===== src/rtl/if_pkg.sv =====
// Shared types and constants for the IF/ID fetch queue.
package if_pkg;

    localparam int IFQ_DEPTH = 2;
    localparam logic [31:0] NOP_INSTR = 32'h0;

    typedef struct packed {
        logic [31:0] pc;
        logic [31:0] instr;
    } fetch_entry_t;

endpackage


===== src/rtl/ifq_fifo.sv =====
// Generic DEPTH-entry register FIFO of {pc, instr} pairs with push, pop, clear and occupancy count.
// The head is read straight out of the storage registers.
module ifq_fifo
    import if_pkg::*;
#(
    parameter int DEPTH = IFQ_DEPTH
) (
    input  logic                       clk,
    input  logic                       rst,
    input  logic                       clear,
    input  logic                       push,
    input  logic                       pop,
    input  logic [31:0]                wr_pc,
    input  logic [31:0]                wr_instr,
    output logic [31:0]                head_pc,
    output logic [31:0]                head_instr,
    output logic [$clog2(DEPTH):0]     count
);

    localparam int PTR_W = $clog2(DEPTH);
    localparam logic [PTR_W:0] FULL_COUNT = (PTR_W + 1)'(DEPTH);

    fetch_entry_t       mem_q [DEPTH];
    fetch_entry_t       mem_d [DEPTH];
    logic [PTR_W-1:0]   rd_ptr_q, rd_ptr_d;
    logic [PTR_W-1:0]   wr_ptr_q, wr_ptr_d;
    logic [PTR_W:0]     count_q, count_d;

    // Next-state: clear wins; otherwise write at wr_ptr, advance pointers (power-of-two wrap) and track count.
    always_comb begin
        mem_d    = mem_q;
        rd_ptr_d = rd_ptr_q;
        wr_ptr_d = wr_ptr_q;
        count_d  = count_q;
        if (clear) begin
            rd_ptr_d = '0;
            wr_ptr_d = '0;
            count_d  = '0;
        end else begin
            if (push) begin
                mem_d[wr_ptr_q] = '{pc: wr_pc, instr: wr_instr};
                wr_ptr_d        = wr_ptr_q + 1'b1;
            end
            if (pop) begin
                rd_ptr_d = rd_ptr_q + 1'b1;
            end
            case ({push, pop})
                2'b10:   count_d = count_q + 1'b1;
                2'b01:   count_d = count_q - 1'b1;
                default: count_d = count_q;
            endcase
        end
    end

    // Storage and pointer registers, cleared asynchronously.
    always_ff @(posedge clk or posedge rst) begin
        if (rst) begin
            for (int i = 0; i < DEPTH; i++) begin
                mem_q[i] <= '{pc: 32'h0, instr: NOP_INSTR};
            end
            rd_ptr_q <= '0;
            wr_ptr_q <= '0;
            count_q  <= '0;
        end else begin
            mem_q    <= mem_d;
            rd_ptr_q <= rd_ptr_d;
            wr_ptr_q <= wr_ptr_d;
            count_q  <= count_d;
        end
    end

    // The parent's issue credit must never let an unmatched push land on a full queue.
    always_ff @(posedge clk) begin
        if (!rst) begin
            assert (!(push && !pop && !clear && count_q == FULL_COUNT));
        end
    end

    assign head_pc    = mem_q[rd_ptr_q].pc;
    assign head_instr = mem_q[rd_ptr_q].instr;
    assign count      = count_q;

endmodule


===== src/rtl/if_id_fetch_queue.sv =====
// IF/ID fetch queue: issues word reads to 1-cycle instruction memory, buffers {pc, instr}
// responses in a small FIFO and presents the head as the IF/ID register.
// Optional macro IFQ_PERF_CNT_EN adds flush_counter / stall_counter outputs.
module if_id_fetch_queue
    import if_pkg::*;
#(
    parameter int DEPTH = IFQ_DEPTH
) (
    input  logic        clk,
    input  logic        rst,
    input  logic        halt,
    input  logic        pc_bj,
    input  logic        id_stall,
    input  logic [31:0] pc_in,
    input  logic [31:0] imem_rdata,
    output logic        imem_en,
    output logic [31:0] imem_addr,
    output logic [31:0] pc_if_id,
    output logic [31:0] instr_if_id,
    output logic        valid_if_id,
    output logic        fetch_hold
`ifdef IFQ_PERF_CNT_EN
    ,
    output logic [31:0] flush_counter,
    output logic [31:0] stall_counter
`endif
);

    localparam int PTR_W = $clog2(DEPTH);
    localparam logic [PTR_W+1:0] DEPTH_OCC = (PTR_W + 2)'(DEPTH);

    logic [PTR_W:0]   count;
    logic [31:0]      head_pc;
    logic [31:0]      head_instr;
    logic             pop;
    logic             push;
    logic             issue;
    logic [PTR_W+1:0] occ;
    logic             inflight_v_q, inflight_v_d;
    logic [31:0]      inflight_pc_q, inflight_pc_d;
    fetch_entry_t     hold_q, hold_d;

    ifq_fifo #(
        .DEPTH(DEPTH)
    ) u_fifo (
        .clk        (clk),
        .rst        (rst),
        .clear      (pc_bj),
        .push       (push),
        .pop        (pop),
        .wr_pc      (inflight_pc_q),
        .wr_instr   (imem_rdata),
        .head_pc    (head_pc),
        .head_instr (head_instr),
        .count      (count)
    );

    // Credit, flush and halt control; occupancy counts the in-flight read so a response always has a slot.
    always_comb begin
        valid_if_id   = (count != '0);
        pop           = valid_if_id & ~id_stall & ~halt & ~pc_bj;
        push          = inflight_v_q & ~pc_bj;
        occ           = (PTR_W + 2)'(count) + (PTR_W + 2)'(inflight_v_q) - (PTR_W + 2)'(pop);
        issue         = ~halt & (pc_bj | (occ < DEPTH_OCC));
        fetch_hold    = ~halt & ~pc_bj & (occ >= DEPTH_OCC);
        imem_en       = issue & ~rst;
        imem_addr     = pc_in;
        inflight_v_d  = issue;
        inflight_pc_d = issue ? pc_in : inflight_pc_q;
        hold_d        = valid_if_id ? '{pc: head_pc, instr: head_instr} : hold_q;
        pc_if_id      = valid_if_id ? head_pc : hold_q.pc;
        instr_if_id   = valid_if_id ? head_instr : hold_q.instr;
    end

    // In-flight request tracking and the last-presented head, held while the queue is empty.
    always_ff @(posedge clk or posedge rst) begin
        if (rst) begin
            inflight_v_q  <= 1'b0;
            inflight_pc_q <= 32'h0;
            hold_q        <= '{pc: 32'h0, instr: NOP_INSTR};
        end else begin
            inflight_v_q  <= inflight_v_d;
            inflight_pc_q <= inflight_pc_d;
            hold_q        <= hold_d;
        end
    end

`ifdef IFQ_PERF_CNT_EN
    logic [31:0] flush_counter_q, flush_counter_d;
    logic [31:0] stall_counter_q, stall_counter_d;

    // Free-running event counters for flushes and ID back-pressure on a valid head.
    always_comb begin
        flush_counter_d = flush_counter_q;
        stall_counter_d = stall_counter_q;
        if (pc_bj & ~halt) begin
            flush_counter_d = flush_counter_q + 32'd1;
        end
        if (valid_if_id & id_stall & ~halt) begin
            stall_counter_d = stall_counter_q + 32'd1;
        end
    end

    // Counter registers.
    always_ff @(posedge clk or posedge rst) begin
        if (rst) begin
            flush_counter_q <= 32'h0;
            stall_counter_q <= 32'h0;
        end else begin
            flush_counter_q <= flush_counter_d;
            stall_counter_q <= stall_counter_d;
        end
    end

    assign flush_counter = flush_counter_q;
    assign stall_counter = stall_counter_q;
`endif

endmodule

===== config.mk =====
export PLATFORM = sky130hd
export DESIGN_NAME = if_id_fetch_queue
export DESIGN_NICKNAME = d
export VERILOG_FILES = /design/src/rtl/if_pkg.sv /design/src/rtl/ifq_fifo.sv /design/src/rtl/if_id_fetch_queue.sv
export SDC_FILE = /design/constraint.sdc
export NUM_CORES = 1
export LEC_CHECK = 0
export CORE_ASPECT_RATIO = 1.4
export CORE_UTILIZATION = 59
export DETAILED_ROUTE_END_ITERATION = 16
export HOLD_SLACK_MARGIN = 0.15
export PLACE_DENSITY = 0.87
export SLEW_MARGIN = 20
export SYNTH_ARGS = -nofsm -noshare
export SYNTH_HDL_FRONTEND = slang
export SYNTH_HIERARCHICAL = 1
export SYNTH_SLANG_ARGS = --single-unit

===== constraint.sdc =====
create_clock -name clk -period 14.7 [get_ports clk]
set_clock_uncertainty 0.2 [all_clocks]
set_input_delay 3.675 -clock clk [delete_from_list [all_inputs] [get_ports clk]]
set_output_delay 3.675 -clock clk [all_outputs]
set_load 0.03 [all_outputs]

# After elaboration in Yosys (flattened, before gate mapping)
# Cells that the tools add are included.
dict set report totals {
  ff_bits 229
  in_bits 69
  output_inout_bits 99
  elab_cells 59
}
dict set report classes {
  addsub 6
  magnitude_cmp 5
  n_eq_ne 2
  mux 14
  bitwise 15
  reduce_logical 6
}
# operator n
set ops {}
lappend ops {{two-way mux 64 bit} 4}
lappend ops {{bitwise mux 128 bit} 1}
lappend ops {{demux 64 bit (select 1 bit)} 1}
lappend ops {{two-way mux 32 bit} 2}
lappend ops {{AND 1 bit} 8}
lappend ops {{nonzero test 2 bit} 3}
lappend ops {{greater-or-equal comparator 2 bit, second input constant} 2}
lappend ops {{two-way mux 1 bit} 4}
lappend ops {{inverter 1 bit} 4}
lappend ops {{inverter 1 -> 2 bit} 2}
lappend ops {{case mux 2 bit (2 select lines)} 1}
lappend ops {{adder 2 x 1 -> 3 bit} 1}
lappend ops {{greater-or-equal comparator 3 x 2 -> 1 bit, second input constant} 1}
lappend ops {{less-than comparator 3 x 2 -> 1 bit, second input constant} 1}
lappend ops {{nonzero test 3 bit} 1}
lappend ops {{subtractor 3 x 1 -> 3 bit} 1}
lappend ops {{adder 1 bit, second input constant} 2}
lappend ops {{adder 2 x 1 -> 2 bit, second input constant} 1}
lappend ops {{== test 2 x 1 -> 1 bit, second input constant} 1}
lappend ops {{== test 2 bit, second input constant} 1}
lappend ops {{less-than comparator 2 x 1 -> 1 bit, second input constant} 1}
lappend ops {{two-way mux 2 bit} 1}
lappend ops {{AND reduction 2 bit} 1}
lappend ops {{subtractor 2 x 1 -> 2 bit, second input constant} 1}
lappend ops {{other kinds (2)} 2}

# Logic depth before layout (Yosys ltp)
# Gate-level depths: netlist (run 1).
dict set report logic_depth {
  depth_word 9
  mapped_depth 12
  depth_no_buf 8
}

# Hierarchy
# Netlist (run 1), hierarchy kept.
# module instances cells_each area_per_inst_um2 seq_area_each_um2
set modules_own_cells {}
lappend modules_own_cells {ifq_fifo 1 360 6037.0 3303.2}
lappend modules_own_cells {if_id_fetch_queue 1 430 4978.5 2427.3}

# Least setup slack after synthesis (run 1)
# No wires, ideal clock.
dict set report synth_path {
  path_type {input to output}
  startpoint {input port pc_bj}
  endpoint {output port fetch_hold}
  arrival_ns 6.628
  required_time_ns 10.825
  setup_slack_ns 4.197
  path_stages 10
  n_path_buf 4
  cell_sequence {buf_2 buf_1 nor4_1 ha_1 inv_1 fa_1 inv_1 buf_2 buf_2 a211oi_1}
}
dict set report synth_between {
  elab_chain_len 5
  elab_cells_between_ends 6
  cone_classes {add/sub (1); order compare (1); bitwise (4)}
}
# item line_no
set synth_rtl {}
lappend synth_rtl {{from (decl)} if_id_fetch_queue.sv:12} ;# input logic pc_bj,
lappend synth_rtl {{inverter 1 bit (no source line)} -}
lappend synth_rtl {{AND 1 bit} if_id_fetch_queue.sv:61} ;# pop = valid_if_id & ~id_stall & ~halt & ~pc_bj;
lappend synth_rtl {{net pop} if_id_fetch_queue.sv:35} ;# logic pop;
lappend synth_rtl {{subtractor 3 x 1 -> 3 bit} if_id_fetch_queue.sv:63} ;# occ = (PTR_W + 2)'(count) + (PTR_W + 2)'(inflight_v_q) - (PTR_W + 2)'(pop);
lappend synth_rtl {{greater-or-equal comparator 3 x 2 -> 1 bit} if_id_fetch_queue.sv:65} ;# fetch_hold = ~halt & ~pc_bj & (occ >= DEPTH_OCC);
lappend synth_rtl {{AND 1 bit} if_id_fetch_queue.sv:65}
lappend synth_rtl {{to (decl)} if_id_fetch_queue.sv:21} ;# output logic fetch_hold
# The timed path passes the listed nets, and every way through them passes these cells.

# Worst setup path in the final report (run 1)
dict set report layout_path {
  startpoint {input port pc_bj}
  endpoint {output port imem_en}
}
dict set report layout_between {
  elab_chain_len 7
}
# item line_no
set layout_rtl {}
lappend layout_rtl {{inverter 1 bit (no source line)} -}
lappend layout_rtl {{AND 1 bit} if_id_fetch_queue.sv:61}
lappend layout_rtl {{net pop} if_id_fetch_queue.sv:35}
lappend layout_rtl {{subtractor 3 x 1 -> 3 bit} if_id_fetch_queue.sv:63}
lappend layout_rtl {{less-than comparator 3 x 2 -> 1 bit} if_id_fetch_queue.sv:64} ;# issue = ~halt & (pc_bj | (occ < DEPTH_OCC));
lappend layout_rtl {{bitwise OR 1 bit} if_id_fetch_queue.sv:64}
lappend layout_rtl {{AND 1 bit} if_id_fetch_queue.sv:64}
lappend layout_rtl {{AND 1 bit} if_id_fetch_queue.sv:66} ;# imem_en = issue & ~rst;
lappend layout_rtl {{to (decl)} if_id_fetch_queue.sv:16} ;# output logic imem_en,
# The timed path passes the listed nets, and every way through them passes these cells.

==> results.json, run 1 <==
{
  "switching_share_pct": 32.7,
  "reg2reg_from": "u_fifo/count[1]$_DFFE_PP0P_",
  "grt_max_degree": 85,
  "synth_edf_count": 0,
  "synth_top_area_share_pct": 52.0,
  "power_mw": 2.64,
  "setup_slack_ps": 3480,
  "endpoint_kind": "output port",
  "htree_levels": 1,
  "setup_tns_ps": 0,
  "drcViolationCount": 0,
  "grt_antenna_before_repair": 0,
  "gr-usage-all-layers_pct": 24.4,
  "period_share_pct": 76.4,
  "grt_pass1_vias": 7257,
  "required_ps": 10820,
  "synthArstFlopShare_pct": 100,
  "dp_worst_setup_slack_ps": 3510,
  "fin_crit_ps": 11220,
  "holdPathStages": 1,
  "nFillCells": 1211,
  "first_pass_iters": 4,
  "cts_buffers": 23,
  "rsz0062_at_grt": "false",
  "slew_headroom_pct": 33.3,
  "ctsResizeCount": 0,
  "avgSynthCellArea_um2": 13.9,
  "final_core_util_pct": 72.5,
  "p_int_mw": 1.77,
  "slew_violations": 0,
  "clockRootBuffer": "clkbuf_16",
  "register_area_um2": 5730,
  "hold_viol_final": 0,
  "clkTransAtPathRegs_ps": 60,
  "via_per_inst": 5.85,
  "ys_seq_area_share_pct": 52.0,
  "area_growth_pct": 19.4,
  "syn-cell-area_um2": 11000,
  "gp_congestion": 0.708,
  "start_util_pct": 60.7,
  "hold_path.class": "flop to flop",
  "dr_wl_met2_mm": 11.6,
  "synth.area.top_cells": "dfrtp_1 (52%), mux2_2 (20%), mux2_4 (8.2%), buf_4 (2.6%), o311a_1 (1.8%)",
  "worst_slew_pin_slew_ps": 1000,
  "layout.nets": 974,
  "post-cts-setup-buffers": 0,
  "max-vdd-ir-drop_mv": 0.108,
  "crit_type": "input port to output port",
  "finalSetupViolCount": 0,
  "grt_first_pass_wirelength_mm": 37.5,
  "ys.flop_type": "dfrtp_1",
  "synth_seq_cells": 229,
  "wl_met3_um": 946,
  "r2r-end": "inflight_pc_q[0]$_DFFE_PP0P_",
  "multi_input_area_um2": 4470,
  "core_um2": 18100,
  "dieArea_um2": 19200,
  "dp.final_hpwl_mm": 13.4,
  "r2r_slack_ps": 11130,
  "powerDensity_nw_per_um2": 200,
  "ant_nets": 0,
  "synth_nets": 861,
  "comb_power_share_pct": 38.9,
  "num_vias": 6777,
  "cts_tree": "built",
  "dpl.cell_count": 1118,
  "clock_sinks": 229,
  "cp_data_arrival_time_ps": 7350,
  "grt.overflow.total": 0,
  "p_leak_nw": 5.66,
  "io_pins": 168,
  "start_kind": "input port",
  "rows": 58,
  "avgRoutedWirePerCell_um": 19.5,
  "hp-start": "hold_q[51]$_DFFE_PP0N_",
  "reg2regPathDepth": 8,
  "fin_cells": 1158,
  "holdBufCountCts": 0,
  "yosysWarnings": 6,
  "syn_inst": 790,
  "max_freq_mhz": 89.1,
  "antenna_cells": 0,
  "max-clock-path-buffers": 3,
  "p_sw_mw": 0.863,
  "drtIter0Drc": 332,
  "status": "finished, final reports clean",
  "min_to": "hold_q[51]$_DFFE_PP0N_",
  "die_y_um": 164,
  "drv_cap": 0,
  "drive_above_1_share_pct": 33.8,
  "cp-startpoint": "pc_bj",
  "worstSkewPairLatency_ps": 510,
  "wirelength_mm": 22.6,
  "synth_largest_area_cell": "dfrtp_1",
  "ys_types": 35,
  "top_layer_used": "met4",
  "io_buffers": 167,
  "clockPowerShare_pct": 22.2,
  "crit_fanout": 84,
  "seqPwrFrac_pct": 38.9,
  "dieWidth_um": 117,
  "wl_met1_mm": 9.51
}
[power groups by stage]
stage	Sequential (mW)	Clock [mW]	Combinational, mW
after floorplan	0.982	0	0.734
after global placement	1.01	0	1.00
after detailed placement	1.03	0	1.03
after CTS	1.03	0.599	1.04
after global routing	1.06	0.625	1.09
final	1.02	0.586	1.03
[how the worst max path moves through the flow]
stage / cells after the start / slack, ps / to
after floorplan: 10 / 4200 / fetch_hold
after global placement: 11 / 3650 / imem_en
after detailed placement: 11 / 3510 / imem_en
after CTS: 11 / 3490 / imem_en
after global routing: 11 / 3220 / imem_en
final: 11 / 3480 / imem_en
[worst max-delay path: stages]
cell and delay [ps]:
buf_2 90, buf_4 350, nor4_1 830, ha_1 370
nor2b_1 140, fa_1 460, inv_1 70, buf_4 380
a21oi_2 130, nor3_2 130, clkdlybuf4s50_1 690
[kinds of logic (layout without fill, tap and decap cells)]
logic type,Yosys count,after routing,synth area share (%)
AO/OA/AOI/OAI,67,67,5.51
XOR/XNOR,5,5,0.398
adder cells (fa/ha/maj),2,2,0.295
buffers and inverters,129,257,7.69
flip-flops,229,229,52.0
multiplexers,256,256,28.2
AND/OR/NAND/NOR,102,102,5.87
[cells in the mapped netlist (6+ instances only)]
cell / instances
clkbuf_1: 13
o311ai_0: 16
nand4b_1: 20
nand2_1: 20
buf_6: 10
and2_1: 12
a221oi_1: 12
inv_1: 39
dfrtp_1: 229
nand3_1: 12
mux2_2: 196
nand3b_1: 21
buf_4: 38
o311a_1: 20
nor2_1: 7
buf_12: 6
mux2_4: 60
buf_2: 20
o311ai_1: 16
[metal layers]
metal  vias to the layer above  global-route usage [%]
li1                       3056                       -
met3                        43                    2.93
met1                      3489                    30.6
met4                         0                    7.63
met2                       189                    44.0
met5                         -                       0
[cells in the final DEF (no fill, tap or decap), types with 5 or more instances in the layout]
master	count
a221oi_1	12
and2_1	12
buf_4	11
clkbuf_1	8
clkbuf_16	23
clkbuf_8	5
clkdlybuf4s50_1	165
dfrtp_1	228
inv_1	37
mux2_2	196
mux2_4	60
nand2_1	20
nand3_1	12
nand3b_1	21
nand4b_1	20
nor2_1	6
o311a_1	20
o311ai_0	16
o311ai_1	16
[state kept, by name, indices dropped and copies added (netlist names)]
signal,cells
inflight_v_q,1
inflight_pc_q,32
hold_q,64
u_fifo/wr_ptr_q,1
u_fifo/count,2
u_fifo/mem_q,128
u_fifo/rd_ptr_q,1
[through the flow]
step           cell area, um2  hold slack, ps
6_report                13200             292
5_1_grt                 13200             306
4_1_cts                 13200             294
3_5_place_dp            12400             281
3_3_place_gp            12400             277
2_1_floorplan           11000             274
[final cells by class]
class | instances | share of cell area, %
flip-flops and latches | 229 | 43.6
multi-input cells | 432 | 34.0
repair buffers | 178 | 13.3
clock buffers | 36 | 5.13
well taps | 240 | 2.28
inverters | 39 | 1.17
clock inverters | 4 | 0.580
Power figures use the tool's default switching activity.
==> inputs of run 2 (changes only) <==
--- a/config.mk
+++ b/config.mk
@@ -6,10 +6,10 @@
 export NUM_CORES = 1
 export LEC_CHECK = 0
 export CORE_ASPECT_RATIO = 1.4
-export CORE_UTILIZATION = 59
+export CORE_UTILIZATION = 54
 export DETAILED_ROUTE_END_ITERATION = 16
 export HOLD_SLACK_MARGIN = 0.15
-export PLACE_DENSITY = 0.87
+export PLACE_DENSITY = 0.81
 export SLEW_MARGIN = 20
 export SYNTH_ARGS = -nofsm -noshare
 export SYNTH_HDL_FRONTEND = slang
==> constraint.sdc (replaced) <==
create_clock -name clk -period 11.2 [get_ports clk]
set_clock_uncertainty 0.2 [all_clocks]
set_input_delay 2.8 -clock clk [delete_from_list [all_inputs] [get_ports clk]]
set_output_delay 2.8 -clock clk [all_outputs]
set_load 0.03 [all_outputs]
==> results.json, run 2 (same netlist as run 1, synthesis figures left out) <==
{
  "status": "finished, final reports clean",
  "start_util_pct": 55.3,
  "grt_first_pass_wirelength_mm": 36.4,
  "largest_reg_flops": 128,
  "rows": 61,
  "avgRoutedWirePerCell_um": 19.2,
  "max_freq_mhz": 111,
  "via_per_inst": 5.71,
  "post-cts-setup-buffers": 0,
  "switching_share_pct": 32.3,
  "grt_pass1_vias": 7063,
  "period_share_pct": 80.1,
  "p_leak_nw": 5.69,
  "drtIter0Drc": 216,
  "largest_registers": "u_fifo/mem_q x128, hold_q x64, inflight_pc_q x32",
  "slew_headroom_pct": 25.5,
  "top_layer_used": "met4",
  "worstSkewPairLatency_ps": 510,
  "setup_slack_ps": 2230,
  "max-clock-path-buffers": 3,
  "io_buffers": 167,
  "nFillCells": 1433,
  "dr_wl_met2_mm": 11.4,
  "die_y_um": 171,
  "clock_sinks": 229,
  "setup_tns_ps": 0,
  "dieWidth_um": 123,
  "rsz0062_at_grt": "false",
  "grt.overflow.total": 0,
  "endpoint_kind": "output port",
  "p_int_mw": 2.35,
  "hold_path.class": "flop to flop",
  "io_pins": 168,
  "ctsResizeCount": 0,
  "grt_antenna_before_repair": 1,
  "first_pass_iters": 4,
  "wl_met1_mm": 9.59,
  "slew_violations": 0,
  "gr-usage-all-layers_pct": 22.1,
  "clkTransAtPathRegs_ps": 60,
  "p_sw_mw": 1.12,
  "area_growth_pct": 20.1,
  "drive_above_1_share_pct": 34.5,
  "start_kind": "input port",
  "regMostFlops": "u_fifo/mem_q",
  "clockPowerShare_pct": 23.1,
  "crit_fanout": 5,
  "dieArea_um2": 21000,
  "finalSetupViolCount": 0,
  "power_mw": 3.48,
  "layout.nets": 975,
  "powerDensity_nw_per_um2": 263,
  "multi_input_area_um2": 4470,
  "worst_slew_pin_slew_ps": 1110,
  "wl_met3_mm": 1.15,
  "fin_crit_ps": 8970,
  "core_um2": 19900,
  "final_common_cell": "dfrtp_1",
  "clockRootBuffer": "clkbuf_16",
  "dp_worst_setup_slack_ps": 2270,
  "required_ps": 8200,
  "num_vias": 6698,
  "grt_max_degree": 84,
  "drv_cap": 0,
  "mostFrequentLayoutCells": "dfrtp_1 (228), mux2_2 (196), clkdlybuf4s50_1 (165)",
  "cts_tree": "built",
  "cts_buffers": 24,
  "ant_nets": 0,
  "register_area_um2": 5730,
  "dp.final_hpwl_mm": 13.2,
  "crit_type": "input port to output port",
  "comb_power_share_pct": 38.4,
  "drcViolationCount": 0,
  "htree_levels": 1,
  "cp_data_arrival_time_ps": 5970,
  "wirelength_mm": 22.6,
  "max-vdd-ir-drop_mv": 0.180,
  "seqPwrFrac_pct": 38.5,
  "holdBufCountCts": 0,
  "hold_viol_final": 0,
  "gp_congestion": 0.750
}
==> run 2: changes by cell type in the layout (fill, tap and decap cells not counted), sizes merged <==
cell	before	now
clkinv	0	6
bufinv	2	3
inv	40	39
diode	0	2
clkbuf	36	30
clkinvlp	1	3
==> run 2: final timing paths <==
check                           slack (ps)                        start  depth (start not counted)                           end
worst max-delay path                  2230                     id_stall                          9                       imem_en
worst min-delay path                   290       hold_q[27]$_DFFE_PP0N_                          1        hold_q[27]$_DFFE_PP0N_
worst max register to register        7400  u_fifo/count[1]$_DFFE_PP0P_                          8  inflight_pc_q[2]$_DFFE_PP0P_
worst min register to register         290       hold_q[27]$_DFFE_PP0N_                          1        hold_q[27]$_DFFE_PP0N_
max in group asynchronous             6870                          rst                          3   u_fifo/rd_ptr_q$_DFFE_PP0P_
min in group asynchronous             2610                          rst                          2        inflight_v_q$_DFF_PP0_
==> run 2: critical path, stage by stage <==
cell and delay, ps:
clkdlybuf4s50_1 390, nor4_1 760, ha_1 370, nor2b_1 150, fa_1 460, inv_1 130, a21oi_2 80, nor3_2 140
clkdlybuf4s50_1 690
==> run 2: routing by layer <==
metal,vias to the layer above,global-route usage [%]
met5,-,0
met4,0,6.04
met3,28,3.73
met2,169,38.5
met1,3439,28.0
li1,3062,-
==> run 2: final cells by class <==
class / count / share of cell area (%)
clock buffers: 30 / 4.95
flip-flops and latches: 229 / 43.4
diodes: 2 / 0.0378
inverters: 39 / 1.16
multi-input cells: 432 / 33.8
clock inverters: 12 / 1.11
repair buffers: 178 / 13.2
well taps: 252 / 2.38
==> run 2: power groups by stage <==
stage               combinational (mW)  clock [mW]  sequential (mW)
finish                            1.34       0.804             1.34
global placement                  1.32           0             1.33
CTS                               1.35       0.822             1.34
detailed placement                1.34           0             1.35
floorplan                        0.964           0             1.29
global route                      1.43       0.855             1.38
==> run 2: per-stage QoR <==
step           std cells  area, um2  utilization [%]  hold WS (ps)
6_report            1174      13200             66.4           291
5_1_grt             1173      13200             66.4           308
4_1_cts             1172      13200             66.4           295
3_5_place_dp        1130      12400             62.3           281
3_3_place_gp        1130      12400             62.3           277
2_1_floorplan        790      11000                -           274
